File: config.mk
export PLATFORM = sky130hd
export DESIGN_NAME = gzip_stream_sched_flat
export DESIGN_NICKNAME = d
export VERILOG_FILES = /design/src/rtl/gzip_sched_pkg.sv /design/src/rtl/gzip_stream_sched_if.sv /design/src/rtl/gzip_sched_mux.sv /design/src/rtl/gzip_stream_sched.sv /design/src/flat_wrapper.sv
export SDC_FILE = /design/constraint.sdc
export NUM_CORES = 1
export LEC_CHECK = 0
export ABC_AREA = 1
export CAP_MARGIN = 20
export CELL_PAD_IN_SITES_DETAIL_PLACEMENT = 1
export CELL_PAD_IN_SITES_GLOBAL_PLACEMENT = 1
export CORE_ASPECT_RATIO = 1.1
export CORE_UTILIZATION = 28
export DETAILED_ROUTE_END_ITERATION = 7
export GPL_TIMING_DRIVEN = 0
export PLACE_DENSITY_LB_ADDON = 0.1
export RECOVER_POWER = 100
export SLEW_MARGIN = 5
export SYNTH_ARGS = -nofsm -noshare
export SYNTH_HDL_FRONTEND = slang
export SYNTH_SLANG_ARGS = --single-unit
File: constraint.sdc
create_clock -name clock -period 4.1 [get_ports clock]
set_input_delay 1.23 -clock clock [delete_from_list [all_inputs] [get_ports clock]]
set_output_delay 1.23 -clock clock [all_outputs]
set_load 0.005 [all_outputs]
File: src/rtl/gzip_sched_pkg.sv
// gzip_sched_pkg: shared types, default sizes and item-size legality check for the GZIP stream scheduler.
//   Exports state_e (scheduler FSM states), src_e (granted source),
//   DEF_DATA_W / DEF_SIZE_W / DEF_MAX_SIZE defaults and size_ok().
package gzip_sched_pkg;

    localparam int DEF_DATA_W   = 32;
    localparam int DEF_SIZE_W   = 6;
    localparam int DEF_MAX_SIZE = 32;

    typedef enum logic [2:0] {
        S_IDLE,
        S_HDR,
        S_BODY,
        S_ALIGN,
        S_TRL,
        S_DONE
    } state_e;

    typedef enum logic [1:0] {
        SRC_NONE,
        SRC_HDR,
        SRC_BLK,
        SRC_TRL
    } src_e;

    // An item is legal when it carries between 1 and max_size bits.
    function automatic logic size_ok(input int size, input int max_size);
        return size != 0 && size <= max_size;
    endfunction

endpackage

File: src/rtl/gzip_stream_sched_if.sv
// gzip_stream_sched_if: item buses between the three GZIP producers, the scheduler and word_merge.
//   hdr_* / blk_* / trl_* : valid, last, size (bit count), data (LSB-aligned), ready
//   wm_*                  : valid, last, size, data towards word_merge
//   master : scheduler side (consumes producer items, drives readys and wm_*)
//   slave  : producer / word_merge side
interface gzip_stream_sched_if
    import gzip_sched_pkg::*;
#(
    parameter int DATA_W = DEF_DATA_W,
    parameter int SIZE_W = DEF_SIZE_W
);

    logic              hdr_valid, hdr_last, hdr_ready;
    logic [SIZE_W-1:0] hdr_size;
    logic [DATA_W-1:0] hdr_data;

    logic              blk_valid, blk_last, blk_ready;
    logic [SIZE_W-1:0] blk_size;
    logic [DATA_W-1:0] blk_data;

    logic              trl_valid, trl_last, trl_ready;
    logic [SIZE_W-1:0] trl_size;
    logic [DATA_W-1:0] trl_data;

    logic              wm_valid, wm_last;
    logic [SIZE_W-1:0] wm_size;
    logic [DATA_W-1:0] wm_data;

    modport master (
        input  hdr_valid, hdr_last, hdr_size, hdr_data,
        input  blk_valid, blk_last, blk_size, blk_data,
        input  trl_valid, trl_last, trl_size, trl_data,
        output hdr_ready, blk_ready, trl_ready,
        output wm_valid, wm_last, wm_size, wm_data
    );

    modport slave (
        output hdr_valid, hdr_last, hdr_size, hdr_data,
        output blk_valid, blk_last, blk_size, blk_data,
        output trl_valid, trl_last, trl_size, trl_data,
        input  hdr_ready, blk_ready, trl_ready,
        input  wm_valid, wm_last, wm_size, wm_data
    );

endinterface

File: src/rtl/gzip_sched_mux.sv
// gzip_sched_mux: registered 3:1 item mux with zero-pad injection and upper-bit masking.
//   clock, rst_n  : clock, asynchronous active-low reset
//   state_i       : scheduler state, selects the granted source
//   pad_i         : emit a zero padding item of pad_size_i bits this cycle
//   bus           : producer item inputs and registered wm_* outputs
//   acc_o         : granted source handed over an item this cycle
//   last_o        : that item is flagged last
//   legal_o       : that item has a legal size
//   size_o        : that item's size
module gzip_sched_mux
    import gzip_sched_pkg::*;
#(
    parameter int DATA_W   = DEF_DATA_W,
    parameter int SIZE_W   = DEF_SIZE_W,
    parameter int MAX_SIZE = DEF_MAX_SIZE
) (
    input  logic                  clock,
    input  logic                  rst_n,
    input  state_e                state_i,
    input  logic                  pad_i,
    input  logic [SIZE_W-1:0]     pad_size_i,
    gzip_stream_sched_if.master   bus,
    output logic                  acc_o,
    output logic                  last_o,
    output logic                  legal_o,
    output logic [SIZE_W-1:0]     size_o
);

    src_e              sel;
    logic              v, l, ok;
    logic [SIZE_W-1:0] s;
    logic [DATA_W-1:0] d, mask;
    logic              wm_valid_d, wm_valid_q, wm_last_d, wm_last_q;
    logic [SIZE_W-1:0] wm_size_d, wm_size_q;
    logic [DATA_W-1:0] wm_data_d, wm_data_q;

    // Only the granted source is looked at, so a valid from any other source has no effect.
    always_comb begin
        sel = state_i == S_HDR ? SRC_HDR : state_i == S_BODY ? SRC_BLK : state_i == S_TRL ? SRC_TRL : SRC_NONE;
        v = sel == SRC_HDR ? bus.hdr_valid : sel == SRC_BLK ? bus.blk_valid : sel == SRC_TRL ? bus.trl_valid : 1'b0;
        l = sel == SRC_HDR ? bus.hdr_last : sel == SRC_BLK ? bus.blk_last : sel == SRC_TRL ? bus.trl_last : 1'b0;
        s = sel == SRC_HDR ? bus.hdr_size : sel == SRC_BLK ? bus.blk_size : sel == SRC_TRL ? bus.trl_size : '0;
        d = sel == SRC_HDR ? bus.hdr_data : sel == SRC_BLK ? bus.blk_data : sel == SRC_TRL ? bus.trl_data : '0;
        mask = int'(s) >= DATA_W ? '1 : ~({DATA_W{1'b1}} << s);
        ok = v && size_ok(int'(s), MAX_SIZE);
        acc_o = v;
        last_o = l;
        legal_o = size_ok(int'(s), MAX_SIZE);
        size_o = s;
        wm_valid_d = ok || pad_i;
        wm_last_d = ok && l && sel == SRC_TRL;
        wm_size_d = pad_i ? pad_size_i : ok ? s : '0;
        wm_data_d = ok ? d & mask : '0;
    end

    always_ff @(posedge clock or negedge rst_n) begin
        if (!rst_n) begin
            wm_valid_q <= 1'b0;
            wm_last_q  <= 1'b0;
            wm_size_q  <= '0;
            wm_data_q  <= '0;
        end else begin
            wm_valid_q <= wm_valid_d;
            wm_last_q  <= wm_last_d;
            wm_size_q  <= wm_size_d;
            wm_data_q  <= wm_data_d;
        end
    end

    assign bus.wm_valid = wm_valid_q;
    assign bus.wm_last  = wm_last_q;
    assign bus.wm_size  = wm_size_q;
    assign bus.wm_data  = wm_data_q;

endmodule

File: src/rtl/gzip_stream_sched.sv
// gzip_stream_sched: sequences header, deflate body and trailer items of a GZIP member into word_merge,
//   padding with zeros so the trailer starts byte-aligned.
//   clock, rst_n : clock, asynchronous active-low reset
//   start_i      : begin a new member (honoured in IDLE/DONE only)
//   bus          : producer items in (hdr/blk/trl), readys out, wm_* item out
//   busy_o       : member in progress
//   done_o       : member complete
//   err_o        : sticky illegal-size flag, cleared by an honoured start
//   Optional (GZIP_SCHED_STATS_EN): hdr_bits_o, blk_bits_o, trl_bits_o = legal bits emitted per source.
module gzip_stream_sched
    import gzip_sched_pkg::*;
#(
    parameter int DATA_W   = DEF_DATA_W,
    parameter int SIZE_W   = DEF_SIZE_W,
    parameter int MAX_SIZE = DEF_MAX_SIZE
) (
    input  logic                clock,
    input  logic                rst_n,
    input  logic                start_i,
    gzip_stream_sched_if.master bus,
    output logic                busy_o,
    output logic                done_o,
    output logic                err_o
`ifdef GZIP_SCHED_STATS_EN
    ,
    output logic [31:0]         hdr_bits_o,
    output logic [31:0]         blk_bits_o,
    output logic [31:0]         trl_bits_o
`endif
);

    state_e            state_d, state_q;
    logic [2:0]        bit_pos_d, bit_pos_q;
    logic              err_d, err_q;
    logic              start_ok, pad, acc, last, legal;
    logic [SIZE_W-1:0] size, pad_size;
    logic [2:0]        emit3;

    gzip_sched_mux #(
        .DATA_W   (DATA_W),
        .SIZE_W   (SIZE_W),
        .MAX_SIZE (MAX_SIZE)
    ) u_mux (
        .clock      (clock),
        .rst_n      (rst_n),
        .state_i    (state_q),
        .pad_i      (pad),
        .pad_size_i (pad_size),
        .bus        (bus),
        .acc_o      (acc),
        .last_o     (last),
        .legal_o    (legal),
        .size_o     (size)
    );

    // Readys are Moore outputs of the state alone.
    assign bus.hdr_ready = state_q == S_HDR;
    assign bus.blk_ready = state_q == S_BODY;
    assign bus.trl_ready = state_q == S_TRL;
    assign busy_o        = state_q != S_IDLE && state_q != S_DONE;
    assign done_o        = state_q == S_DONE;
    assign err_o         = err_q;

    assign start_ok = start_i && (state_q == S_IDLE || state_q == S_DONE);
    assign pad      = state_q == S_ALIGN && bit_pos_q != 3'd0;
    assign pad_size = SIZE_W'(4'd8 - {1'b0, bit_pos_q});
    // Padding of 8-bit_pos bits brings bit_pos back to 0 modulo 8.
    assign emit3    = pad ? pad_size[2:0] : size[2:0];

    always_comb begin
        state_d   = state_q;
        bit_pos_d = bit_pos_q;
        err_d     = err_q;
        if (start_ok) begin
            state_d   = S_HDR;
            bit_pos_d = 3'd0;
            err_d     = 1'b0;
        end else begin
            if (pad || (acc && legal))
                bit_pos_d = bit_pos_q + emit3;
            if (acc && !legal)
                err_d = 1'b1;
            // A dropped last item still closes its phase.
            if (acc && last)
                state_d = state_q == S_HDR ? S_BODY : state_q == S_BODY ? S_ALIGN : S_DONE;
            if (state_q == S_ALIGN)
                state_d = S_TRL;
        end
    end

    always_ff @(posedge clock or negedge rst_n) begin
        if (!rst_n) begin
            state_q   <= S_IDLE;
            bit_pos_q <= 3'd0;
            err_q     <= 1'b0;
        end else begin
            state_q   <= state_d;
            bit_pos_q <= bit_pos_d;
            err_q     <= err_d;
        end
    end

`ifdef GZIP_SCHED_STATS_EN
    logic [31:0] hdr_bits_d, hdr_bits_q, blk_bits_d, blk_bits_q, trl_bits_d, trl_bits_q;

    // Padding is never counted: it is only emitted in ALIGN, where no source is granted.
    always_comb begin
        hdr_bits_d = hdr_bits_q;
        blk_bits_d = blk_bits_q;
        trl_bits_d = trl_bits_q;
        if (start_ok) begin
            hdr_bits_d = '0;
            blk_bits_d = '0;
            trl_bits_d = '0;
        end else if (acc && legal) begin
            hdr_bits_d = state_q == S_HDR ? hdr_bits_q + 32'(size) : hdr_bits_q;
            blk_bits_d = state_q == S_BODY ? blk_bits_q + 32'(size) : blk_bits_q;
            trl_bits_d = state_q == S_TRL ? trl_bits_q + 32'(size) : trl_bits_q;
        end
    end

    always_ff @(posedge clock or negedge rst_n) begin
        if (!rst_n) begin
            hdr_bits_q <= '0;
            blk_bits_q <= '0;
            trl_bits_q <= '0;
        end else begin
            hdr_bits_q <= hdr_bits_d;
            blk_bits_q <= blk_bits_d;
            trl_bits_q <= trl_bits_d;
        end
    end

    assign hdr_bits_o = hdr_bits_q;
    assign blk_bits_o = blk_bits_q;
    assign trl_bits_o = trl_bits_q;
`endif

endmodule

File: src/flat_wrapper.sv
// flat-port wrapper written by rule: the top's interface ports become plain ports
module gzip_stream_sched_flat import gzip_sched_pkg::*;
#(
    parameter int DATA_W   = DEF_DATA_W,
    parameter int SIZE_W   = DEF_SIZE_W,
    parameter int MAX_SIZE = DEF_MAX_SIZE
)
  (clock, rst_n, start_i, busy_o, done_o, err_o, bus_hdr_valid, bus_hdr_last, bus_hdr_size, bus_hdr_data, bus_blk_valid, bus_blk_last, bus_blk_size, bus_blk_data, bus_trl_valid, bus_trl_last, bus_trl_size, bus_trl_data, bus_hdr_ready, bus_blk_ready, bus_trl_ready, bus_wm_valid, bus_wm_last, bus_wm_size, bus_wm_data);
  gzip_stream_sched_if #(.DATA_W(DATA_W), .SIZE_W(SIZE_W)) bus_i ();
  input  logic clock;
  input  logic rst_n;
  input  logic start_i;
  output logic busy_o;
  output logic done_o;
  output logic err_o;
  input wire logic [$bits(bus_i.hdr_valid)-1:0] bus_hdr_valid;
  input wire logic [$bits(bus_i.hdr_last)-1:0] bus_hdr_last;
  input wire logic [$bits(bus_i.hdr_size)-1:0] bus_hdr_size;
  input wire logic [$bits(bus_i.hdr_data)-1:0] bus_hdr_data;
  input wire logic [$bits(bus_i.blk_valid)-1:0] bus_blk_valid;
  input wire logic [$bits(bus_i.blk_last)-1:0] bus_blk_last;
  input wire logic [$bits(bus_i.blk_size)-1:0] bus_blk_size;
  input wire logic [$bits(bus_i.blk_data)-1:0] bus_blk_data;
  input wire logic [$bits(bus_i.trl_valid)-1:0] bus_trl_valid;
  input wire logic [$bits(bus_i.trl_last)-1:0] bus_trl_last;
  input wire logic [$bits(bus_i.trl_size)-1:0] bus_trl_size;
  input wire logic [$bits(bus_i.trl_data)-1:0] bus_trl_data;
  output wire logic [$bits(bus_i.hdr_ready)-1:0] bus_hdr_ready;
  output wire logic [$bits(bus_i.blk_ready)-1:0] bus_blk_ready;
  output wire logic [$bits(bus_i.trl_ready)-1:0] bus_trl_ready;
  output wire logic [$bits(bus_i.wm_valid)-1:0] bus_wm_valid;
  output wire logic [$bits(bus_i.wm_last)-1:0] bus_wm_last;
  output wire logic [$bits(bus_i.wm_size)-1:0] bus_wm_size;
  output wire logic [$bits(bus_i.wm_data)-1:0] bus_wm_data;
  assign bus_i.hdr_valid = bus_hdr_valid;
  assign bus_i.hdr_last = bus_hdr_last;
  assign bus_i.hdr_size = bus_hdr_size;
  assign bus_i.hdr_data = bus_hdr_data;
  assign bus_i.blk_valid = bus_blk_valid;
  assign bus_i.blk_last = bus_blk_last;
  assign bus_i.blk_size = bus_blk_size;
  assign bus_i.blk_data = bus_blk_data;
  assign bus_i.trl_valid = bus_trl_valid;
  assign bus_i.trl_last = bus_trl_last;
  assign bus_i.trl_size = bus_trl_size;
  assign bus_i.trl_data = bus_trl_data;
  assign bus_hdr_ready = bus_i.hdr_ready;
  assign bus_blk_ready = bus_i.blk_ready;
  assign bus_trl_ready = bus_i.trl_ready;
  assign bus_wm_valid = bus_i.wm_valid;
  assign bus_wm_last = bus_i.wm_last;
  assign bus_wm_size = bus_i.wm_size;
  assign bus_wm_data = bus_i.wm_data;
  gzip_stream_sched #(.DATA_W(DATA_W), .SIZE_W(SIZE_W), .MAX_SIZE(MAX_SIZE)) u_core (.clock(clock), .rst_n(rst_n), .start_i(start_i), .bus(bus_i), .busy_o(busy_o), .done_o(done_o), .err_o(err_o));
endmodule
=== Yosys cells after proc, flatten, opt, wreduce, memory -nomap -nowiden ===
Index checks and enable logic that the tools add are counted.

* Eq/ne operators: 9
* Bitwise logic cells: 2
* Multiplexer cells: 29
* Multiply operators: 0
* Shift-type cells: 1
* Magnitude comparators: 2
* Div/mod/pow operators: 0
* $add $sub $neg: 2
* Reductions and logical operators: 19

{| class="wikitable"
|+ Operators with widths
! cell !! count
|-
| 32-bit 2-to-1 mux || 5
|-
| 32-bit bitwise AND || 1
|-
| 32-bit NOT || 1
|-
| 32-bit by 6-bit left shift with 32-bit output (first input constant) || 1
|-
| 6-bit 2-to-1 mux || 5
|-
| 3-bit 2-to-1 mux || 8
|-
| 1-bit logical AND || 9
|-
| 3-bit nonzero test || 3
|-
| 1-bit 2-to-1 mux || 8
|-
| 3-bit by 2-bit == test with 1-bit output (second input constant) || 2
|-
| 3-bit == test (second input constant) || 2
|-
| 6-bit >= comparator (second input constant) || 1
|-
| 6-bit less-or-equal comparator (second input constant) || 1
|-
| 2-bit 2-to-1 mux || 3
|-
| 6-bit nonzero test || 1
|-
| 4-bit by 3-bit subtractor with 5-bit output (first input constant) || 1
|-
| 2-bit == test (second input constant) || 2
|-
| 2-bit nonzero test || 2
|-
| 3-bit adder || 1
|-
| 3-bit by 1-bit == test with 1-bit output (second input constant) || 1
|-
| 3-bit zero test || 1
|-
| 3-bit inequality test (second input constant) || 1
|-
| 2-bit by 1-bit == test with 1-bit output (second input constant) || 1
|-
| 1-bit logical OR || 2
|-
| 1-bit zero test || 1
|}

* Bits in registers: 47
* Memories: 0
* Memory bits (read-only): 0
* Bits in latches: 0
* Input bits: 123
* RAM bits: 0

=== Logic depth before layout (Yosys ltp) ===
* Depth in word-level cells: 14
* Mapped depth: 16
* Gate-level depth less buffers: 15

=== Least setup slack after synthesis ===
Ideal clock, no wire load.

* Path kind: input to register
* Start point: in bus_trl_size[0]
* End point: reg u_core.bit_pos_q[2]
* Slack: 1.139 ns
* Data required time: 4.035 ns
* Data arrival time: 2.896 ns
* Setup time: 0.065 ns
* Stages: 12
* Path through: nand3_1 nand3_2 inv_1 a21oi_1 ha_1 inv_1 fa_1 xor2_1 or2_2 a21oi_1 nand2_1 nand2_1

* Word-level cells in the longest chain between the ends: 8
* Elaborated cells between the ends (all ways): 13

{| class="wikitable"
|+ RTL lines
! item !! line !! source
|-
| from (decl) || flat_wrapper.sv:26 || <nowiki>input wire logic [$bits(bus_i.trl_size)-1:0] bus_trl_size;</nowiki>
|-
| 6-bit 2-to-1 mux (*) (3 in a row) || gzip_sched_mux.sv:42 || <nowiki>s = sel == SRC_HDR ? bus.hdr_size : sel == SRC_BLK ? bus.blk_size : sel == SRC_TRL ? bus.trl_size : '0;</nowiki>
|-
| 6-bit less-or-equal comparator / 6-bit nonzero test (equally long branches) || gzip_sched_pkg.sv:28 || <nowiki>return size != 0 && size <= max_size;</nowiki>
|-
| 1-bit logical AND || gzip_sched_pkg.sv:28 ||
|-
| 1-bit logical AND || gzip_stream_sched.sv:79 || <nowiki>if (pad || (acc && legal))</nowiki>
|-
| 1-bit logical OR || gzip_stream_sched.sv:79 ||
|-
| 2-bit nonzero test (no line) || n/a ||
|-
| to (signal assigned) || gzip_stream_sched.sv:98 || <nowiki>bit_pos_q <= bit_pos_d;</nowiki>
|-
| to (decl) || gzip_stream_sched.sv:33 || <nowiki>logic [2:0] bit_pos_d, bit_pos_q;</nowiki>
|}

Every way passes the cells marked *; elsewhere a longest branch is shown, timed or not. The select of a mux whose other input is x is not followed.
A chain may end at the register's enable or synchronous reset.

=== Final worst setup path ===
* Start point: reg u_core.state_q[2]
* End point: out bus_hdr_ready

* Word-level cells in the longest chain between the ends: 1

{| class="wikitable"
|+ RTL lines
! item !! line !! source
|-
| from (decl) || gzip_stream_sched.sv:32 || <nowiki>state_e state_d, state_q;</nowiki>
|-
| from (signal assigned) || gzip_stream_sched.sv:97 || <nowiki>state_q <= state_d;</nowiki>
|-
| 3-bit by 1-bit == test with 1-bit output || gzip_stream_sched.sv:57 || <nowiki>assign bus.hdr_ready = state_q == S_HDR;</nowiki>
|-
| to (decl) || flat_wrapper.sv:28 || <nowiki>output wire logic [$bits(bus_i.hdr_ready)-1:0] bus_hdr_ready;</nowiki>
|}

No other way between the ends.

==> results.ini <==
[outcome]
status=complete, but fails checks
violations=design-rule violations

[setup_path]
worstPathArrival_ns=2.53
cp_max_fo=10
cp.required_ns=2.87
worstSetupPathType=register to primary output
endpoint_kind=primary output
startpoint_type=register

[synthesis]
yosys-top-cells-count=89 x nand2_1, 47 x dfrtp_1, 37 x nor2_1
synth_top_area_share=0.416
synth_largest_area_cell=dfrtp_1
synth_area_leaders=dfrtp_1 42%, nand2_1 12%, a22o_1 5.0%
synth_nets=482
synth.most_common_cell=nand2_1
async_flop_share=1.00
seq_area_frac_synth=0.416
ys.flop_type=dfrtp_1
synth_area_per_cell_um2=7.97
ys_ff_latch=47
ys_types=34
postSynthCellCount=355
yosys_warnings=0
syn_area_um2=2830
synth_edf_count=0

[drt]
wirelength_mm=11.8
drc=28
final_antenna_net_count=0
viasPerCell=4.97
drt-initial-drc-count=104
vias=3231
dr.pass1.iters=7
wl_per_cell_um=18.1

[clock_tree]
cts_buffers=5
cts_buffer_depth=2
h-tree-depth=2
ctsHoldBuffers=0
clkTransAtPathRegs_ns=0.08
insertion_delay_ns=0.29
cts_setup_buffers=0
root_buffer=clkbuf_8
cts_resized=0
cts_num_sinks=47
cts_tree=yes

[die]
die_area_um2=10500
fp-row-count=38
dieWidth_um=97.8
core_area_um2=9840
initial_core_util=0.287
ios=169
die_h_um=107

[grt]
antenna_found_initial=0
grt_pass1_vias=3415
grt_max_degree=26
grt_overflow_total=0
grtUsageTotal=0.230
grt_pass1_wl_mm=18.6

[timing]
min_period_ns=3.76
tightest_slew_ns=1.35
setup_viol=0
clock_skew_ns=0.00766
relSlewSlack=0.101
rsz0062_at_grt=no
tns_ns=0
finalMaxSlewViolations=0
final-hold-violation-count=0
finalCritPeriodShare=0.917
max_freq_mhz=266

[finish]
area_delta_synth_final_pct=63.6
n_antenna_cell=0
fin_area_um2=4630
layout-drive-gt1-share=0.0547
stdcell_count=650
fin_nets=658

[worst_hold_path]
min_path_type=register to register

[power]
ir_drop_mv=0.246
p_leak_nw=2.14
p_per_area_nw_per_um2=488

[flow_run]
cap_violations=0

[placed_design]
port_buffers=168
gp_congestion=0.794
dp_cells=644
hpwl_mm=9.43
placed_cell_area_um2=4680

[critical path, stage by stage (launching register included)]
cell and delay [ns]:
dfrtp_1 0.38, buf_6 0.14, inv_2 0.08, nand2_2 0.07, nor2_2 0.43, clkbuf_1 0.52
clkdlybuf4s50_1 0.61
[final timing paths]
path	slack (ns)	cells after the start	startpoint	to
setup / recovery	0.34	6	u_core.state_q[2]	bus_hdr_ready
hold / removal	0.50	2	u_core.err_o	u_core.err_o
setup reg to reg	0.82	16	u_core.state_q[2]	u_core.bit_pos_q[2]
hold reg to reg	0.50	2	u_core.err_o	u_core.err_o
max in group asynchronous	1.06	2	rst_n	u_core.u_mux.bus.wm_data[4]
min in group asynchronous	1.19	1	rst_n	u_core.u_mux.bus.wm_data[26]
[through the flow]
stage | power [W] | util | hold WS [ns] | worst slack, ns
global route | 0.00245 | 0.470 | 0.571 | 0.188
finish | 0.00226 | 0.470 | 0.500 | 0.339
CTS | 0.00241 | 0.482 | 0.510 | 0.437
detailed placement | 0.00214 | 0.475 | 0.487 | 0.315
floorplan | 0.00148 | - | 0.485 | 1.14
global placement | 0.00211 | 0.474 | 0.481 | 0.356
[power by group]
group | switching [W] | internal (W) | total, W
clock | 0.000149 | 0.000114 | 0.000264
sequential | 0.0000323 | 0.000534 | 0.000566
combinational | 0.000918 | 0.000512 | 0.00143
[layout make-up]
cell class | count | area [µm²]
fill | 1201 | 5220
timing repair buffer | 169 | 1680
multi-input combinational | 266 | 1380
sequential | 47 | 1180
tap | 120 | 150
inverter | 28 | 105
clock buffer | 6 | 72.6
buffer | 14 | 67.6
[flip-flops by register name (all words and copies together) (netlist names)]
register                   cells
u_core.state_q                 3
u_core.err_o                   1
u_core.u_mux.bus.wm_size       6
u_core.bit_pos_q               3
u_core.u_mux.bus.wm_valid      1
u_core.u_mux.bus.wm_last       1
u_core.u_mux.bus.wm_data      32
[cell usage in the layout, fill, tap and decap left out, types with 2 or more instances in the layout]
cell type        count
dlygate4sd3_1       45
buf_6                2
clkbuf_1            12
o21ai_0             13
clkdlybuf4s50_1    122
a31oi_1              4
nand3_2              4
dfrtp_1             47
ha_1                 3
nor2_2               5
inv_1               24
o31ai_1              4
nand3_1             29
a21oi_1             23
a22o_1              16
a221oi_1             2
nor3_1              14
nand2_2              4
inv_2                4
nand4_1              5
buf_1                3
clkbuf_8             5
nor3_2               2
nor2_1              38
nand2_1             90
[layer usage]
metal,up-vias,global-route usage,wire length (µm)
met2,102,0.431,6140
met3,14,0.0325,613
met5,-,0,0
li1,1540,-,-
met4,0,0.0541,195
met1,1575,0.275,4810
[kinds of logic (layout without fill, tap and decap cells)]
family	count (synthesis)	count (layout)	share of synthesized area
AOI/OAI and AO/OA	66	66	0.150
xor gates and xnor gates	1	1	0.00310
adders and majority gates	4	4	0.0203
and+or+nand+nor	195	195	0.341
buffers and inverters	42	217	0.0703
DFF	47	47	0.416
Note: power is estimated with default switching activity, not from simulation.
